File: config.mk
export PLATFORM = sky130hd
export DESIGN_NAME = pass_code_tx
export DESIGN_NICKNAME = d
export VERILOG_FILES = /design/src/rtl/pass_code_tx.sv
export SDC_FILE = /design/constraint.sdc
export NUM_CORES = 1
export LEC_CHECK = 0
export ABC_AREA = 1
export BUFFER_PORTS_ARGS = -buffer_cell sky130_fd_sc_hd__buf_2
export CORE_AREA = 8 8 53 51
export DETAILED_ROUTE_END_ITERATION = 8
export DIE_AREA = 0 0 61 59
export GPL_TIMING_DRIVEN = 1
export PLACE_DENSITY = 0.73
export SLEW_MARGIN = 25
export SYNTH_ARGS = -nofsm -noshare
export SYNTH_HDL_FRONTEND = slang
export SYNTH_SLANG_ARGS = --single-unit
File: constraint.sdc
create_clock -name clk -period 1.7 [get_ports clk]
set_input_delay 0.34 -clock clk [delete_from_list [all_inputs] [get_ports clk]]
set_output_delay 0.34 -clock clk [all_outputs]
set_load 0.02 [all_outputs]
File: src/rtl/pass_code_tx.sv
// pass_code_tx: replays a stored passcode as a serial train of one-cycle
// button_1 / button_0 press pulses, with GAP quiet cycles after every press.
//
// Ports:
//   clk       system clock, rising edge
//   reset     asynchronous active-high reset
//   start     send request, sampled only in IDLE
//   use_ext   at start: 1 = send code_in, 0 = send DEF_CODE
//   code_in   external passcode, MSB first, latched on the accepted start
//   abort     (only with PASS_CODE_TX_ABORT_EN) drop the sequence in flight
//   button_1  one-cycle press pulse for a '1' symbol
//   button_0  one-cycle press pulse for a '0' symbol
//   busy      high in PRESS, GAP_WAIT and DONE
//   done      one-cycle end-of-sequence pulse
//
// Optional feature macro: PASS_CODE_TX_ABORT_EN (adds the abort input).
//
// All outputs are registered. They are decoded from the next-state values so
// that a press is visible in the cycle right after the edge that enters PRESS.
module pass_code_tx #(
    parameter int                  CODE_LEN = 5,
    parameter logic [CODE_LEN-1:0] DEF_CODE = CODE_LEN'(5'b11010),
    parameter int                  GAP      = 2
) (
    input  logic                clk,
    input  logic                reset,
    input  logic                start,
    input  logic                use_ext,
    input  logic [CODE_LEN-1:0] code_in,
`ifdef PASS_CODE_TX_ABORT_EN
    input  logic                abort,
`endif
    output logic                button_1,
    output logic                button_0,
    output logic                busy,
    output logic                done
);

    localparam int IDX_W = (CODE_LEN > 1) ? $clog2(CODE_LEN) : 1;
    localparam int GW    = (GAP > 0) ? $clog2(GAP + 1) : 1;
    localparam logic [GW-1:0]    GAP_LAST = GW'((GAP > 0) ? GAP - 1 : 0);
    localparam logic [IDX_W-1:0] IDX_TOP  = IDX_W'(CODE_LEN - 1);

    typedef enum logic [1:0] {
        IDLE     = 2'd0,
        PRESS    = 2'd1,
        GAP_WAIT = 2'd2,
        DONE     = 2'd3
    } state_t;

    state_t              r_state, w_state_n;
    logic [CODE_LEN-1:0] r_code,  w_code_n;
    logic [IDX_W-1:0]    r_idx,   w_idx_n;
    logic [GW-1:0]       r_gcnt,  w_gcnt_n;
    logic                w_step;
    logic                w_b1_n, w_b0_n, w_busy_n, w_done_n;

    always_comb begin
        w_state_n = r_state;
        w_code_n  = r_code;
        w_idx_n   = r_idx;
        w_gcnt_n  = r_gcnt;
        w_step    = 1'b0;

        case (r_state)
            IDLE: begin
                if (start) begin
                    w_code_n  = use_ext ? code_in : DEF_CODE;
                    w_idx_n   = IDX_TOP;
                    w_gcnt_n  = '0;
                    w_state_n = PRESS;
                end
            end
            PRESS: begin
                if (GAP > 0) begin
                    w_gcnt_n  = '0;
                    w_state_n = GAP_WAIT;
                end else begin
                    w_step = 1'b1;
                end
            end
            GAP_WAIT: begin
                if (r_gcnt == GAP_LAST) w_step = 1'b1;
                else                    w_gcnt_n = r_gcnt + 1'b1;
            end
            DONE:    w_state_n = IDLE;
            default: w_state_n = IDLE;
        endcase

        // End of a press slot: either the last symbol went out or move on.
        if (w_step) begin
            if (r_idx == '0) begin
                w_state_n = DONE;
            end else begin
                w_idx_n   = r_idx - 1'b1;
                w_state_n = PRESS;
            end
        end

`ifdef PASS_CODE_TX_ABORT_EN
        // Also beats a simultaneous start while idle.
        if (abort) w_state_n = IDLE;
`endif

        w_b1_n   = (w_state_n == PRESS) &  w_code_n[w_idx_n];
        w_b0_n   = (w_state_n == PRESS) & ~w_code_n[w_idx_n];
        w_busy_n = (w_state_n != IDLE);
        w_done_n = (w_state_n == DONE);
    end

    always_ff @(posedge clk or posedge reset) begin
        if (reset) begin
            r_state  <= IDLE;
            r_code   <= '0;
            r_idx    <= '0;
            r_gcnt   <= '0;
            button_1 <= 1'b0;
            button_0 <= 1'b0;
            busy     <= 1'b0;
            done     <= 1'b0;
        end else begin
            r_state  <= w_state_n;
            r_code   <= w_code_n;
            r_idx    <= w_idx_n;
            r_gcnt   <= w_gcnt_n;
            button_1 <= w_b1_n;
            button_0 <= w_b0_n;
            busy     <= w_busy_n;
            done     <= w_done_n;
        end
    end

endmodule
* After elaboration in Yosys (flattened, before gate mapping) *
Index checks and enable logic that the tools add are counted.

operators by class
  add/sub/neg operators = 2
  multipliers = 0
  div/mod/pow operators = 0
  $lt $le $gt $ge = 1
  equality and inequality tests = 8
  shift-type cells = 0
  muxes and demuxes = 18
  bitwise logic cells = 3
  reduce and logical (&&, ||, !) cells = 5

operators with widths
  cell                 number
  $mux 5               3
  $mux 3               4
  $pmux 2 s3           2
  $mux 2               5
  $eq 2x1->1 const B   3
  $eq 2x2->1 const B   3
  $lt 3x4->1 const B   1
  $ne 2x2->1 const B   2
  $bmux 1 s3           1
  $logic_not 3->1      1
  $mux 1               3
  $reduce_and 3->1     1
  $reduce_bool 3->1    1
  $sub 3x1->3 const B  1
  $add 2x1->2 const B  1
  $and 1x1->1          2
  $logic_not 2->1      1
  $reduce_bool 2->1    1
  $not 1->1            1

storage, ports and cells
  bits in registers = 16
  latch bits = 0
  bits in writable memories = 0
  bits in read-only memories = 0
  input bits = 9
  output and inout bits = 4
  word-level logic and storage cells = 45
  memories kept = 0

* Longest topological paths before layout *
  word-level depth = 8
  depth in mapped cells = 12
  mapped depth without buffers = 12

* Worst setup path after synthesis *
Ideal clock, no wire load.

  kind = reg2reg
  start point = reg r_idx[0]
  end point = reg button_0
  setup time = 0.116 ns
  data arrival time = 1.343 ns
  required time = 1.584 ns
  path slack = 0.242 ns
  stages on the path, launching flop included = 13
  buffers on the path = 0
  clock period less this slack = 1.458 ns
  cell sequence = dfrtp_1 > inv_1 > ha_1 > nand2_1 > nand3_4 > nand2_4 > nand2_4 > nand2_2 > nand2_1 > nand2_1 > nand3_1 > nand2_1 > nor2_1

on the way
  word-level cells in the longest chain between the ends = 8
  elaborated cells between the ends (all ways) = 13
  those cells by class = add/sub (1); eq/ne (1); mux (8); bitwise (2); reduce/logical (1)

RTL lines
  item                                                                 RTL line  source
  from (decl)                                                          53        logic [IDX_W-1:0] r_idx, w_idx_n;
  from (signal assigned)                                               124       r_idx <= w_idx_n;
  parallel branches: the longest is 7 deep, another holds $sub 3x1->3  --
  $and 1x1->1 *                                                        106       w_b0_n = (w_state_n == PRESS) & ~w_code_n[w_idx_n];
  net w_b0_n                                                           56        logic w_b1_n, w_b0_n, w_busy_n, w_done_n;
  to (signal assigned)                                                 127       button_0 <= w_b0_n;
  to (decl)                                                            34        output logic button_0,

Mark *: on every way through the listed nets, which the timed path passes. The select of a mux whose other input is x is not followed.
A chain may end at the register's enable or synchronous reset.

* Worst setup path after layout *
  start point = reg r_state[0]
  end point = reg button_0

on the way
  word-level cells in the longest chain between the ends = 8
  elaborated cells between the ends (all ways) = 17
  those cells by class = eq/ne (4); mux (10); bitwise (2); reduce/logical (1)

RTL lines
  item                          RTL line  source
  from (decl)                   51        state_t r_state, w_state_n;
  from (signal assigned)        122       r_state <= w_state_n;
  $logic_not 2->1               65        case (r_state)
  $mux 3                        65
  $mux 3                        92        if (r_idx == '0) begin
  $mux 3                        91        if (w_step) begin
  $bmux 1 s3                    106
  $mux 1 (implied by the code)  106
  $not 1->1                     106
  $and 1x1->1 *                 106
  net w_b0_n                    56

Mark *: on every way through the listed nets, which the timed path passes. The rest lies on a longest branch. The select of a mux whose other input is x is not followed.

==> impl_results.md <==
* DIE HEIGHT at 59 um
* Clk_lat worst skew at 0.29 ns
* Crit-path max cell delay at 0.45 ns
* HP Class: input port to asynchronous set/reset pin
* Initial antenna violation count at 0
* Worst r2r src: r_state[0]
* Worst Setup End Kind: flop
* Setup TNS at 0 ns
* Reg-to-reg endpoint: button_0
* Max Clock Freq at 0.635 GHz
* Most frequent CP cell: nand2_1
* Wirelength per Cell at 12.0 um
* Num CTS Buffers at 3
* Area delta synth->final at 17.6%
* First-pass GRT wire length at 3260 um
* Slowest-stage cell, CP: dfrtp_1
* Cells along the critical path: nor2_2, nand2_4, buf_4, nand2_2, nand2_2, nand3_1, nand2_1, nand2_1, nand3_1, nand2_1, nor2_1
* Post-cts sizing count at 0
* DP HPWL at 1470 um
* Seq/Total Area, Yosys at 42.8%
* Initial Utilization at 51.4%
* Fin Hold WS at 0.110 ns
* Cts hold-fix bufs at 0
* CP required at 1.89 ns
* NumNets Final at 142
* Least-Margin Pin Slew at 0.621 ns
* RSZ-0062 raised after global routing: no
* Die footprint at 3600 um^2
* Worst Setup Start Kind: flop
* Post-synthesis compound-gate area fraction at 7.09%
* Clk pin slew, worst setup/hold paths at 0.09 ns
* Synth Area in XOR/XNOR at 0%
* Status: finished, final reports clean
* Clock skew at 0.00128 ns
* Dpl ws at 0.111 ns
* WS Path Type: flop to flop
* Syn avg cell area at 8.51 um^2
* Vias in the first global route at 787
* Netlist cell types at 20
* Share of cells above drive strength 1 at 35.7%
* DRT Wirelength at 1850 um
* Die Span X at 61 um
* Most common cell after layout, fill and taps aside: nand2_1
* Post-synthesis simple-gate area fraction at 35.0%
* Final setup fails at 0
* Post-Syn Instances at 110
* CP Data Arrival Time at 1.76 ns
* Synthesized cell area at 936 um^2
* Pre-Repair DR Iteration Count at 4
* Clock sink count at 16
* Routed vias at 756
* Final Cycle Share at 92.6%
* CTS max path bufs at 2
* PD cells at 1900 nW/um^2
* Antenna Nets Post-Route at 0
* Area of the core at 1820 um^2
* Main combinational cell family by area after synthesis: simple AND/OR/NAND/NOR gates
* Max-Cap Viols at 0
* Commonest cells after routing, fill and taps aside: nand2_1 (21), inv_1 (17), dfrtp_1 (16)
* Slew Limit Fails at 0
* Row count at 15
* Worst-case vdd ir drop at 1.13 mV
* CP max FO at 7
* Reg2reg path depth at 11
* Final Hold Viols at 0
* Largest net degree at the start of global routing at 17
* Post-CTS Setup Inserts at 0
* Vias per inst at 4.91
* Depth of the CTS H-tree at 1
* Yosys warning count at 0
* Initial DRC Count at 15
* Crit path time final at 1.57 ns
* DRC at 0
* Synth Area in Adders at 4.01%
* Slew headroom at 58.5%
* I/O pin count at 13
* Total GRT Usage at 11.8%
* Gpl congestion at 0.810
* Inserted Diodes at 0
* Mux share of post-synthesis cell area at 1.07%
* Final WS setup at 0.126 ns
* Leakage at 0.586 nW
* CTS root buf: clkbuf_4
* R2R Setup Slk at 0.13 ns
* Synthesis-stage register bit count at 16
* Clock tree from TritonCTS: built
* PortBufs at 12
* Syn Nets at 122
* Remaining Overflow, GRT at 0
==> cells by family after synthesis <==
logic type,count (synthesis)
AOI/OAI and AO/OA,7
muxes,1
DFF,16
adders and majority gates,3
and+or+nand+nor,60
buffers and inverters,23
==> layer usage <==
metal,vias up,track usage (%),routed length (um)
li1,381,-,-
met1,351,13.2,824
met2,19,20.7,888
met3,5,2.60,101
met4,0,4.98,33
met5,-,0,0
==> worst max-delay path: cells and delay by family, from the launching register on <==
kind	cells	cell delay (ns)
and+or+nand+nor	10	0.85
DFF	1	0.45
buffers and inverters	1	0.18
==> Yosys cell counts, drive strengths merged <==
library cell | number | area share [%]
dfrtp | 16 | 43
buf | 1 | 1.2
nand3 | 15 | 9.4
nand2 | 32 | 17
o22ai | 1 | 0.67
inv | 22 | 8.8
o21ai | 6 | 6.4
nand4 | 3 | 2.7
mux2i | 1 | 1.1
nor2 | 10 | 5.9
ha | 3 | 4.0
==> flip-flops by register name (all words and copies together), names as in the netlist <==
signal	flops
done	1
r_code	5
button_0	1
r_idx	3
r_state	2
busy	1
button_1	1
r_gcnt	2
==> through the flow <==
| step | cell area, um^2 | cells | total power [mW] | util [%] |
|---|---|---|---|---|
| 6_report | 1100 | 154 | 2.09 | 60.5 |
| 5_1_grt | 1100 | 154 | 2.28 | 60.5 |
| 4_1_cts | 1080 | 154 | 2.07 | 59.5 |
| 3_5_place_dp | 1050 | 150 | 1.81 | 57.5 |
| 3_3_place_gp | 1050 | 150 | 1.76 | 57.5 |
| 2_1_floorplan | 936 | 110 | 1.54 | - |
==> worst max-delay path by stage <==
stage | cells past startpoint | start | slack (ns) | end
final | 11 | r_state[0] | 0.13 | button_0
after global routing | 12 | r_idx[0] | 0.003 | button_0
after CTS | 12 | r_idx[0] | 0.09 | button_0
after detailed placement | 12 | r_idx[0] | 0.11 | button_0
after global placement | 12 | r_idx[0] | 0.17 | button_0
after floorplan | 12 | r_idx[0] | 0.24 | button_0
==> report_power, final <==
group | switching (mW) | internal [mW]
sequential | 0.0815 | 0.541
combinational | 0.768 | 0.450
clock | 0.123 | 0.131
total | 0.972 | 1.12
==> area by class of cell <==
| type | count | area [um^2] |
|---|---|---|
| Inverter | 22 | 82.6 |
| Multi-Input combinational cell | 71 | 460 |
| Clock buffer | 4 | 36.3 |
| Sequential cell | 16 | 400 |
| Fill cell | 174 | 719 |
| Tap cell | 25 | 31.3 |
| Timing Repair Buffer | 16 | 90.1 |
Note: power is estimated with default switching activity, not from simulation.
